### src/rtl/dot_product_sequencer_pkg.sv
// Shared types and default sizing for the dot-product sequencer slice.
// Derived widths come from helper functions so every file agrees on them.
package dot_seq_pkg;

    localparam int DW_DEF    = 4;
    localparam int AW_DEF    = 9;
    localparam int N_MAX_DEF = 8;

    typedef enum logic [2:0] {
        IDLE,
        CLEAR,
        STREAM,
        DRAIN,
        DONE
    } state_t;

    // The length field must hold N_MAX itself, so it needs one extra code point.
    function automatic int lw_of(input int n_max);
        return $clog2(n_max + 1);
    endfunction

    function automatic int iw_of(input int n_max);
        return $clog2(n_max);
    endfunction

endpackage

### src/rtl/dot_product_sequencer_if.sv
// Host-side register/handshake bundle of the dot-product sequencer.
interface dot_product_sequencer_if #(
    parameter int DW    = dot_seq_pkg::DW_DEF,
    parameter int AW    = dot_seq_pkg::AW_DEF,
    parameter int N_MAX = dot_seq_pkg::N_MAX_DEF
) ();

    localparam int LW = dot_seq_pkg::lw_of(N_MAX);
    localparam int IW = dot_seq_pkg::iw_of(N_MAX);

    logic          wr_en;
    logic [IW-1:0] wr_addr;
    logic [DW-1:0] wr_a;
    logic [DW-1:0] wr_b;
    logic          start;
    logic [LW-1:0] len;
    logic          busy;
    logic          done;
    logic [AW-1:0] result;

    modport master (
        output wr_en, wr_addr, wr_a, wr_b, start, len,
        input  busy, done, result
    );

    modport slave (
        input  wr_en, wr_addr, wr_a, wr_b, start, len,
        output busy, done, result
    );

endinterface

### src/rtl/dot_product_sequencer_operand_store.sv
// Operand vectors A and B packed side by side; synchronous write, combinational read.
module operand_store
    import dot_seq_pkg::*;
#(
    parameter int DW    = DW_DEF,
    parameter int N_MAX = N_MAX_DEF,
    parameter int IW    = iw_of(N_MAX)
) (
    input  logic          clock,
    input  logic          we,
    input  logic [IW-1:0] wr_addr,
    input  logic [DW-1:0] wr_a,
    input  logic [DW-1:0] wr_b,
    input  logic [IW-1:0] rd_addr,
    output logic [DW-1:0] rd_a,
    output logic [DW-1:0] rd_b
);

    logic [2*DW-1:0] mem [N_MAX];

    // Contents are deliberately left unreset; the host reloads them as needed.
    always_ff @(posedge clock) begin
        if (we) begin
            mem[wr_addr] <= {wr_a, wr_b};
        end
    end

    assign {rd_a, rd_b} = mem[rd_addr];

endmodule

### src/rtl/dot_product_sequencer.sv
// Streams stored operand pairs into an external pipelined MAC, clearing it first,
// then waits out the MAC latency and returns the captured dot product.
module dot_product_sequencer
    import dot_seq_pkg::*;
#(
    parameter int DW    = DW_DEF,
    parameter int AW    = AW_DEF,
    parameter int N_MAX = N_MAX_DEF
) (
    input  logic                  clock,
    input  logic                  reset,
    dot_product_sequencer_if.slave host,
    output logic                  mac_clr,
    output logic [DW-1:0]         mac_in1,
    output logic [DW-1:0]         mac_in2,
    input  logic [AW-1:0]         mac_out
);

    localparam int LW = lw_of(N_MAX);
    localparam int IW = iw_of(N_MAX);

    state_t        state, state_n;
    logic [LW-1:0] idx, idx_n;
    logic [LW-1:0] len_r, len_n;
    logic          busy_r, busy_n;
    logic          done_r, done_n;
    logic [AW-1:0] result_r, result_n;
    logic          clr_n;
    logic [DW-1:0] in1_n, in2_n;
    logic [DW-1:0] rd_a, rd_b;
    logic          wr_ok;

    assign wr_ok = host.wr_en && (state == IDLE) && (int'(host.wr_addr) < N_MAX);

    operand_store #(
        .DW    (DW),
        .N_MAX (N_MAX),
        .IW    (IW)
    ) u_store (
        .clock   (clock),
        .we      (wr_ok),
        .wr_addr (host.wr_addr),
        .wr_a    (host.wr_a),
        .wr_b    (host.wr_b),
        .rd_addr (idx[IW-1:0]),
        .rd_a    (rd_a),
        .rd_b    (rd_b)
    );

    // Outputs are computed for the next state so they register alongside it.
    // idx doubles as the drain-cycle counter once streaming has finished.
    always_comb begin
        state_n  = state;
        idx_n    = idx;
        len_n    = len_r;
        result_n = result_r;
        done_n   = 1'b0;
        clr_n    = 1'b0;
        in1_n    = '0;
        in2_n    = '0;
        case (state)
            IDLE: begin
                if (host.start) begin
                    state_n = CLEAR;
                    clr_n   = 1'b1;
                    idx_n   = '0;
                    len_n   = (host.len > LW'(N_MAX)) ? LW'(N_MAX) : host.len;
                end
            end
            CLEAR: begin
                if (len_r == '0) begin
                    state_n = DRAIN;
                    idx_n   = '0;
                end else begin
                    state_n = STREAM;
                    in1_n   = rd_a;
                    in2_n   = rd_b;
                    idx_n   = idx + LW'(1);
                end
            end
            STREAM: begin
                if (idx == len_r) begin
                    state_n = DRAIN;
                    idx_n   = '0;
                end else begin
                    in1_n = rd_a;
                    in2_n = rd_b;
                    idx_n = idx + LW'(1);
                end
            end
            DRAIN: begin
                if (idx == '0) begin
                    idx_n = LW'(1);
                end else begin
                    state_n  = DONE;
                    result_n = mac_out;
                    done_n   = 1'b1;
                end
            end
            DONE: begin
                state_n = IDLE;
            end
            default: begin
                state_n = IDLE;
            end
        endcase
        busy_n = (state_n != IDLE);
    end

    // The MAC is held clear for as long as the sequencer sits in reset.
    always_ff @(posedge clock or negedge reset) begin
        if (!reset) begin
            state    <= IDLE;
            idx      <= '0;
            len_r    <= '0;
            busy_r   <= 1'b0;
            done_r   <= 1'b0;
            result_r <= '0;
            mac_clr  <= 1'b1;
            mac_in1  <= '0;
            mac_in2  <= '0;
        end else begin
            state    <= state_n;
            idx      <= idx_n;
            len_r    <= len_n;
            busy_r   <= busy_n;
            done_r   <= done_n;
            result_r <= result_n;
            mac_clr  <= clr_n;
            mac_in1  <= in1_n;
            mac_in2  <= in2_n;
        end
    end

    assign host.busy   = busy_r;
    assign host.done   = done_r;
    assign host.result = result_r;

endmodule

### src/flat_wrapper.sv
// flat-port wrapper written by rule: the top's interface ports become plain ports
module dot_product_sequencer_flat import dot_seq_pkg::*;
#(
    parameter int DW    = DW_DEF,
    parameter int AW    = AW_DEF,
    parameter int N_MAX = N_MAX_DEF
)
  (clock, reset, mac_clr, mac_in1, mac_in2, mac_out, host_wr_en, host_wr_addr, host_wr_a, host_wr_b, host_start, host_len, host_busy, host_done, host_result);
  dot_product_sequencer_if #(.DW(DW), .AW(AW), .N_MAX(N_MAX)) host_i ();
  input  logic clock;
  input  logic reset;
  output logic mac_clr;
  output logic [DW-1:0] mac_in1;
  output logic [DW-1:0] mac_in2;
  input  logic [AW-1:0] mac_out;
  input wire logic [$bits(host_i.wr_en)-1:0] host_wr_en;
  input wire logic [$bits(host_i.wr_addr)-1:0] host_wr_addr;
  input wire logic [$bits(host_i.wr_a)-1:0] host_wr_a;
  input wire logic [$bits(host_i.wr_b)-1:0] host_wr_b;
  input wire logic [$bits(host_i.start)-1:0] host_start;
  input wire logic [$bits(host_i.len)-1:0] host_len;
  output wire logic [$bits(host_i.busy)-1:0] host_busy;
  output wire logic [$bits(host_i.done)-1:0] host_done;
  output wire logic [$bits(host_i.result)-1:0] host_result;
  assign host_i.wr_en = host_wr_en;
  assign host_i.wr_addr = host_wr_addr;
  assign host_i.wr_a = host_wr_a;
  assign host_i.wr_b = host_wr_b;
  assign host_i.start = host_start;
  assign host_i.len = host_len;
  assign host_busy = host_i.busy;
  assign host_done = host_i.done;
  assign host_result = host_i.result;
  dot_product_sequencer #(.DW(DW), .AW(AW), .N_MAX(N_MAX)) u_core (.clock(clock), .reset(reset), .host(host_i), .mac_clr(mac_clr), .mac_in1(mac_in1), .mac_in2(mac_in2), .mac_out(mac_out));
endmodule
### config.mk
export PLATFORM = sky130hd
export DESIGN_NAME = dot_product_sequencer_flat
export DESIGN_NICKNAME = d
export VERILOG_FILES = /design/src/rtl/dot_product_sequencer_pkg.sv /design/src/rtl/dot_product_sequencer_if.sv /design/src/rtl/dot_product_sequencer_operand_store.sv /design/src/rtl/dot_product_sequencer.sv /design/src/flat_wrapper.sv
export SDC_FILE = /design/constraint.sdc
export NUM_CORES = 1
export LEC_CHECK = 0
export ABC_AREA = 1
export CORE_MARGIN = 2
export CORE_UTILIZATION = 37
export CTS_CLUSTER_DIAMETER = 60
export DETAILED_ROUTE_END_ITERATION = 8
export GPL_TIMING_DRIVEN = 0
export PLACE_DENSITY = 0.53
export RECOVER_POWER = 25
export SYNTH_ARGS = -nofsm -noshare
export SYNTH_HDL_FRONTEND = slang
export SYNTH_HIERARCHICAL = 1
export SYNTH_SLANG_ARGS = --single-unit
export TNS_END_PERCENT = 20
### constraint.sdc
create_clock -name clock -period 1.99 [get_ports clock]
set_input_delay 0.2985 -clock clock [delete_from_list [all_inputs] [get_ports clock]]
set_output_delay 0.2985 -clock clock [all_outputs]
set_load 0.01 [all_outputs]
==> key figures, run 1 <==
Synthesis
  – Synthesis Warnings: 6
  – Mapped Area: 4310 µm²
  – Syn Nets: between 400 and 500
  – Seq/Total Area, Yosys: about 63%
  – Yosys cell types: 24
  – Cell taking the most area after synthesis: edfxtp_1
  – Syn avg cell area: 9.62 µm²
  – Yosys reg bits: 95
  – Post-synth top area share: between 40% and 50%
  – Gate count of the mapped netlist: 448
  – Top cells by area, synth: edfxtp_1 45%, dfrtp_1 17%, nand2_1 14%

Critical path
  – CP endpoint kind: register
  – Reg2reg path depth: 6
  – Reg2Reg Setup Slack: 30 ps
  – Crit-path cells: nor2_4 -> nand2_2 -> nor2_1 -> nand2_1 -> nor2_4 -> buf_4
  – R2r startpoint: u_core/state[2]
  – Setup CP Type: reg2reg
  – Buffers and inverters on the worst path: 1
  – Reg2reg end: u_core/u_store/mem[7][3]
  – CP dominant cell by count: nor2_4
  – Worst-path fanout max: 4
  – Worst Path Arrival: 2020 ps
  – Slowest cell delay on critical path: around 450 ps
  – Startpoint types: register
  – CP top delay family: simple AND/OR/NAND/NOR gates
  – Crit-path slowest cell: dfrtp_1
  – WP data required: 2050 ps

Layout
  – Share of cells above drive strength 1: about an eighth
  – Most frequent cells in the layout: 164 x nand2_1, 79 x inv_1, 64 x edfxtp_1
  – Nets: 547
  – Core Util, Final: between 40% and 50%
  – ANT cells: 0
  – Area grow syn2layout: 25.6%
  – Sequential standard cell area: 2700 µm²
  – Design area: 5410 µm²
  – Fillers: roughly 1,100
  – Multi-input gate area: 1230 µm²
  – Most common cell after layout, fill and taps aside: nand2_1

Clocking
  – CTS tree: done
  – CTS Buf Count: 9
  – H-tree Lvls: 3
  – Skew-Pair Late Insertion Delay: 340 ps
  – Cts hold-fix bufs: 0
  – CTS max path bufs: 2
  – CTS root buf: clkbuf_16
  – Reg clk slew, reported paths: 60 ps
  – Clock Sinks: 95

GRT
  – GRT Total Usage: roughly 16%
  – GRT Residual Overflow: 0
  – Antenna violations before repair: 0
  – Largest net degree at the start of global routing: 32
  – First-pass GRT wire length: approximately 15,000 µm
  – Vias in the first global route: around 2,900

STA
  – Slew margin rel.: -8.98%
  – Post-route setup slack: between 20 and 30 ps
  – Fmax: 510 MHz
  – Final slew viol count: 32
  – Final Cycle Share: 98.6%
  – Clock Skews: 5.36 ps
  – Post-layout min period: 1960 ps
  – Final count of hold timing violations: 0
  – Slew @ Worst Pin: 1630 ps
  – Final setup viols: 0
  – RSZ-0062 raised after global routing: true

Drt
  – Met2 Wirelength: 4450 µm
  – Routed wl met3: about 600 µm
  – DRC viols: 0
  – Detailed-route wire length per cell: 13.9 µm
  – M1 wire length: 4000 µm
  – Routed via count: 2,986
  – Drt total wl: 9230 µm
  – 1st-pass router iterations: 4
  – DR iter-0 viols: 170
  – DR top layer: met4
  – Vias per cell: 4.50
  – ANT nets after route: 0

Min path
  – Worst hold path type: in2async

Run status
  – Status: complete, but fails checks
  – Violations in the final reports: max-capacitance violations, max-slew violations

Power and ir drop
  – P_leak: 2.50 nW
  – Power Dens Cells: 1230 nW/µm²
  – VDD IR max: 0.534 mV

Die
  – Die ar.: ~13,000 µm²
  – Die height: 112 µm
  – Row count: 39
  – # IOs: 48
  – Core area: 11,400 µm²
  – Die Wd: 112 µm
  – Initial Util: 37.9%

Placed design
  – Final HPWL DP: 6210 µm
  – Area after DPL: 4950 µm²
  – PortBufs: 47
  – Placer Congestion: a little under 0.8
  – Setup WS pre-CTS: -452 ps

Flow run
  – Max Cap Viol: 1
## through the flow
step           hold slack [ps]  power (mW)  TNS (ps)  instances
2_1_floorplan             2.91        4.27         0        448
3_3_place_gp               461        5.14    -24170        638
3_5_place_dp               396        5.16    -26310        638
4_1_cts                   20.3        6.72     -7540        652
5_1_grt                    490        7.15     -5080        663
6_report                   365        6.68         0        663
## worst max path at each step
stage	cells after the start	startpoint	endpoint
global placement	5	host_wr_en	u_core/u_store/mem[0][6]
CTS	5	u_core/state[2]	u_core/u_store/mem[2][5]
detailed placement	5	host_wr_en	u_core/u_store/mem[7][7]
finish	6	u_core/state[2]	u_core/u_store/mem[7][3]
floorplan	5	u_core/state[2]	u_core/u_store/mem[1][0]
global route	6	u_core/state[2]	u_core/u_store/mem[7][3]
## kinds of logic after synthesis
family	count (synthesis)	share of synthesized area (%)
adders and majority gates	2	0.581
and+or+nand+nor	237	24.2
AOI/OAI and AO/OA	12	1.86
xor gates and xnor gates	2	0.407
buffers and inverters	100	10.3
DFF	95	62.6
## report_power, final
group	internal, mW	switching [mW]
Combinational	1.06	1.49
Clock	0.828	0.692
Sequential	2.43	0.182
## state kept, by name, indices dropped and copies added, names as in the netlist
register and cells:
u_core/host.result 9, u_core/host.busy 1, u_core/host.done 1, u_core/len_r 4, u_core/idx 4, u_core/mac_clr 1
u_core/mac_in2 4, u_core/u_store/mem 64, u_core/mac_in1 4, u_core/state 3
## cells in the mapped netlist, drive strengths merged
cell type  instances
nand3b             1
nand3             44
dfrtp             30
edfxtp            64
xor2               2
nand4              3
a21boi             8
o21ai              3
ha                 2
dfstp              1
nor2              18
a21oi              1
nand2            171
inv               88
buf               12
## worst register-to-register path, stage by stage, from the launching register on
cell	delay, ps
dfrtp_1	450
nor2_4	160
nand2_2	80
nor2_1	290
nand2_1	330
nor2_4	190
buf_4	160
## per-layer routing
metal | GRT usage, % | vias up
met1 | 20.3 | 1373
met3 | 4.30 | 14
li1 | - | 1525
met4 | 5.93 | 0
met5 | 0 | -
met2 | 25.3 | 74
## final cells by class
| type | instances | share of cell area [%] |
|---|---|---|
| tap | 143 | 3.31 |
| timing repair buffer | 58 | 11.3 |
| inverter | 88 | 6.15 |
| multi-input combinational | 253 | 22.7 |
| clock buffer | 10 | 4.23 |
| buffer | 12 | 2.06 |
| clock inverter | 4 | 0.462 |
| sequential | 95 | 49.9 |
## what timing repair did
action	4_1_cts	5_1_grt
gates resized for setup	9	7
pin swaps	0	8
setup endpoints to repair	64	64
buffers inserted	0	11
(Power assumes the default switching activity.)
==> run 2: changes to the inputs <==
--- a/config.mk
+++ b/config.mk
@@ -13,6 +13,7 @@
 export GPL_TIMING_DRIVEN = 0
 export PLACE_DENSITY = 0.53
 export RECOVER_POWER = 25
+export SLEW_MARGIN = 30
 export SYNTH_ARGS = -nofsm -noshare
 export SYNTH_HDL_FRONTEND = slang
 export SYNTH_HIERARCHICAL = 1
==> run 2 against run 1 <==
The run now ends clean. Hold slack got worse by 12 ps. Combinational power about the same. Wire length decreased by 1.1%. Final cell count increased by 0.15%.
==> key figures, run 2 (synthesis results as in run 1) <==
Drt
  – DRC viols: 0
  – Drt total wl: 9130 µm
  – DR iter-0 viols: around 130
  – Routed via count: slightly below 3,000
  – Vias per cell: 4.47
  – 1st-pass router iterations: 4
  – ANT nets after route: 0
  – Detailed-route wire length per cell: 13.7 µm

Layout
  – Final Non-Filler Cells: 664
  – Area grow syn2layout: 26.0%
  – Core Util, Final: 47.8%
  – Nets: 548
  – Most common cell after layout, fill and taps aside: nand2_1
  – Most frequent cells in the layout: 164 x nand2_1, 79 x inv_1, 64 x edfxtp_1
  – Max reg flops: 64
  – ANT cells: 0
  – Share of cells above drive strength 1: 13.1%
  – Largest Register: u_core/u_store/mem

Die
  – Die height: roughly 110 µm
  – Core area: 11,400 µm²
  – Row count: 39
  – Die ar.: 12,500 µm²
  – Die Wd: ~110 µm
  – # IOs: 48
  – Initial Util: 37.9%

Clocking
  – CTS Buf Count: 9
  – CTS tree: done
  – Skew-Pair Late Insertion Delay: 350 ps
  – Clock Sinks: 95
  – CTS root buf: clkbuf_16
  – CTS max path bufs: 2
  – Reg clk slew, reported paths: ~60 ps
  – H-tree Lvls: 3

GRT
  – GRT Residual Overflow: 0
  – Vias in the first global route: 2,884
  – Largest net degree at the start of global routing: 27
  – GRT Total Usage: 15.5%
  – Antenna violations before repair: 0
  – First-pass GRT wire length: 14,700 µm

STA
  – Final slew viol count: 0
  – Final count of hold timing violations: 0
  – Final Cycle Share: 98.6%
  – Hold slack: roughly 350 ps
  – Post-route setup slack: 28.1 ps
  – RSZ-0062 raised after global routing: true
  – Final setup viols: 0
  – Setup tns final: 0 ps
  – Clock Skews: 6.96 ps
  – Fmax: between 500 and 600 MHz
  – Slew @ Worst Pin: 638 ps
  – Slew margin rel.: 57.5%
  – Post-layout min period: 1960 ps

Critical path
  – Reg2reg end: u_core/u_store/mem[0][6]
  – CP endpoint kind: register
  – Worst-path fanout max: 7
  – WP data required: approximately 2100 ps
  – Crit-path cells: nor2_4 -> nand2_2 -> nor2_1 -> nand2_1 -> nor2_4 -> buf_12
  – Setup CP Type: reg2reg
  – Worst Path Arrival: 2020 ps
  – Crit-path slowest cell: dfrtp_1
  – CP dominant cell by count: nor2_4
  – Slowest cell delay on critical path: between 400 and 500 ps
  – Reg2reg path depth: 6
  – Startpoint types: register
  – R2r startpoint: u_core/state[2]
  – Reg2Reg Setup Slack: 30 ps

Min path
  – Worst hold path type: in2async

Run status
  – Status: completed

Power and ir drop
  – P_leak: 2.50 nW
  – VDD IR max: 0.511 mV
  – Power Dens Cells: approximately 1200 nW/µm²

Placed design
  – Final HPWL DP: 6230 µm
  – Placed Cells: 639
  – PortBufs: 47
  – Setup WS pre-CTS: -456 ps
  – Placer Congestion: approximately 0.77

Flow run
  – Max Cap Viol: 0
## run 2: layout make-up
| class | instances | area, µm² |
|---|---|---|
| Fill cell | 1084 | 5940 |
| Timing Repair Buffer | 59 | 629 |
| Clock buffer | 10 | 229 |
| Sequential cell | 95 | 2700 |
| Tap cell | 143 | 179 |
| Clock inverter | 4 | 25.0 |
| Multi-Input combinational cell | 253 | 1230 |
| Buffer | 12 | 111 |
| Inverter | 88 | 333 |
## run 2: how the worst max path moves through the flow
stage               slack [ps]  cells after the start                       end            start
floorplan                  360                      5  u_core/u_store/mem[1][0]  u_core/state[2]
global placement          -410                      5  u_core/u_store/mem[0][6]       host_wr_en
detailed placement        -460                      5  u_core/u_store/mem[7][7]       host_wr_en
CTS                       -140                      5  u_core/u_store/mem[7][0]  u_core/state[2]
global route               -80                      6  u_core/u_store/mem[0][7]  u_core/state[2]
finish                      30                      6  u_core/u_store/mem[0][6]  u_core/state[2]
## run 2: what timing repair did
item / in CTS / in global routing
setup buffers: 0 / 10
resized for setup: 9 / 7
endpoints found under the setup margin: 64 / 64
hold buffers: 1 / 0
hold endpoints to repair: 8 / 0
pin swaps: 0 / 8
## run 2: routing by layer
metal	track usage (%)	vias to the layer above	routed length, µm
met1	19.5	1361	4040
met3	3.70	13	526
met5	0	-	0
met2	25.5	68	4400
met4	7.08	0	160
li1	-	1525	-
## run 2: critical path: cells and delay by family (launching register included)
family                 cells  cell delay [ps]
buffers and inverters      1              150
DFF                        1              450
and+or+nand+nor            5             1070
## run 2: through the flow
stage	instance area (µm²)	total power, mW
2_1_floorplan	4310	4.27
3_3_place_gp	4960	5.14
3_5_place_dp	4970	5.17
4_1_cts	5260	6.73
5_1_grt	5430	7.16
6_report	5430	6.67
## run 2: power breakdown
group | leakage [nW] | total, mW | internal [mW] | switching [mW]
Combinational | 1.41 | 2.54 | 1.06 | 1.48
Clock | 0.122 | 1.52 | 0.828 | 0.696
Sequential | 0.970 | 2.61 | 2.43 | 0.181
Total | 2.50 | 6.67 | 4.32 | 2.36
==> run 3: changes to the inputs <==
--- a/config.mk
+++ b/config.mk
@@ -6,6 +6,7 @@
 export NUM_CORES = 1
 export LEC_CHECK = 0
 export ABC_AREA = 1
+export ABC_CLOCK_PERIOD_IN_PS = 1990
 export CORE_MARGIN = 2
 export CORE_UTILIZATION = 37
 export CTS_CLUSTER_DIAMETER = 60
==> results of run 3 <==
The final DEF is identical to that of run 2; final timing and power are the same.
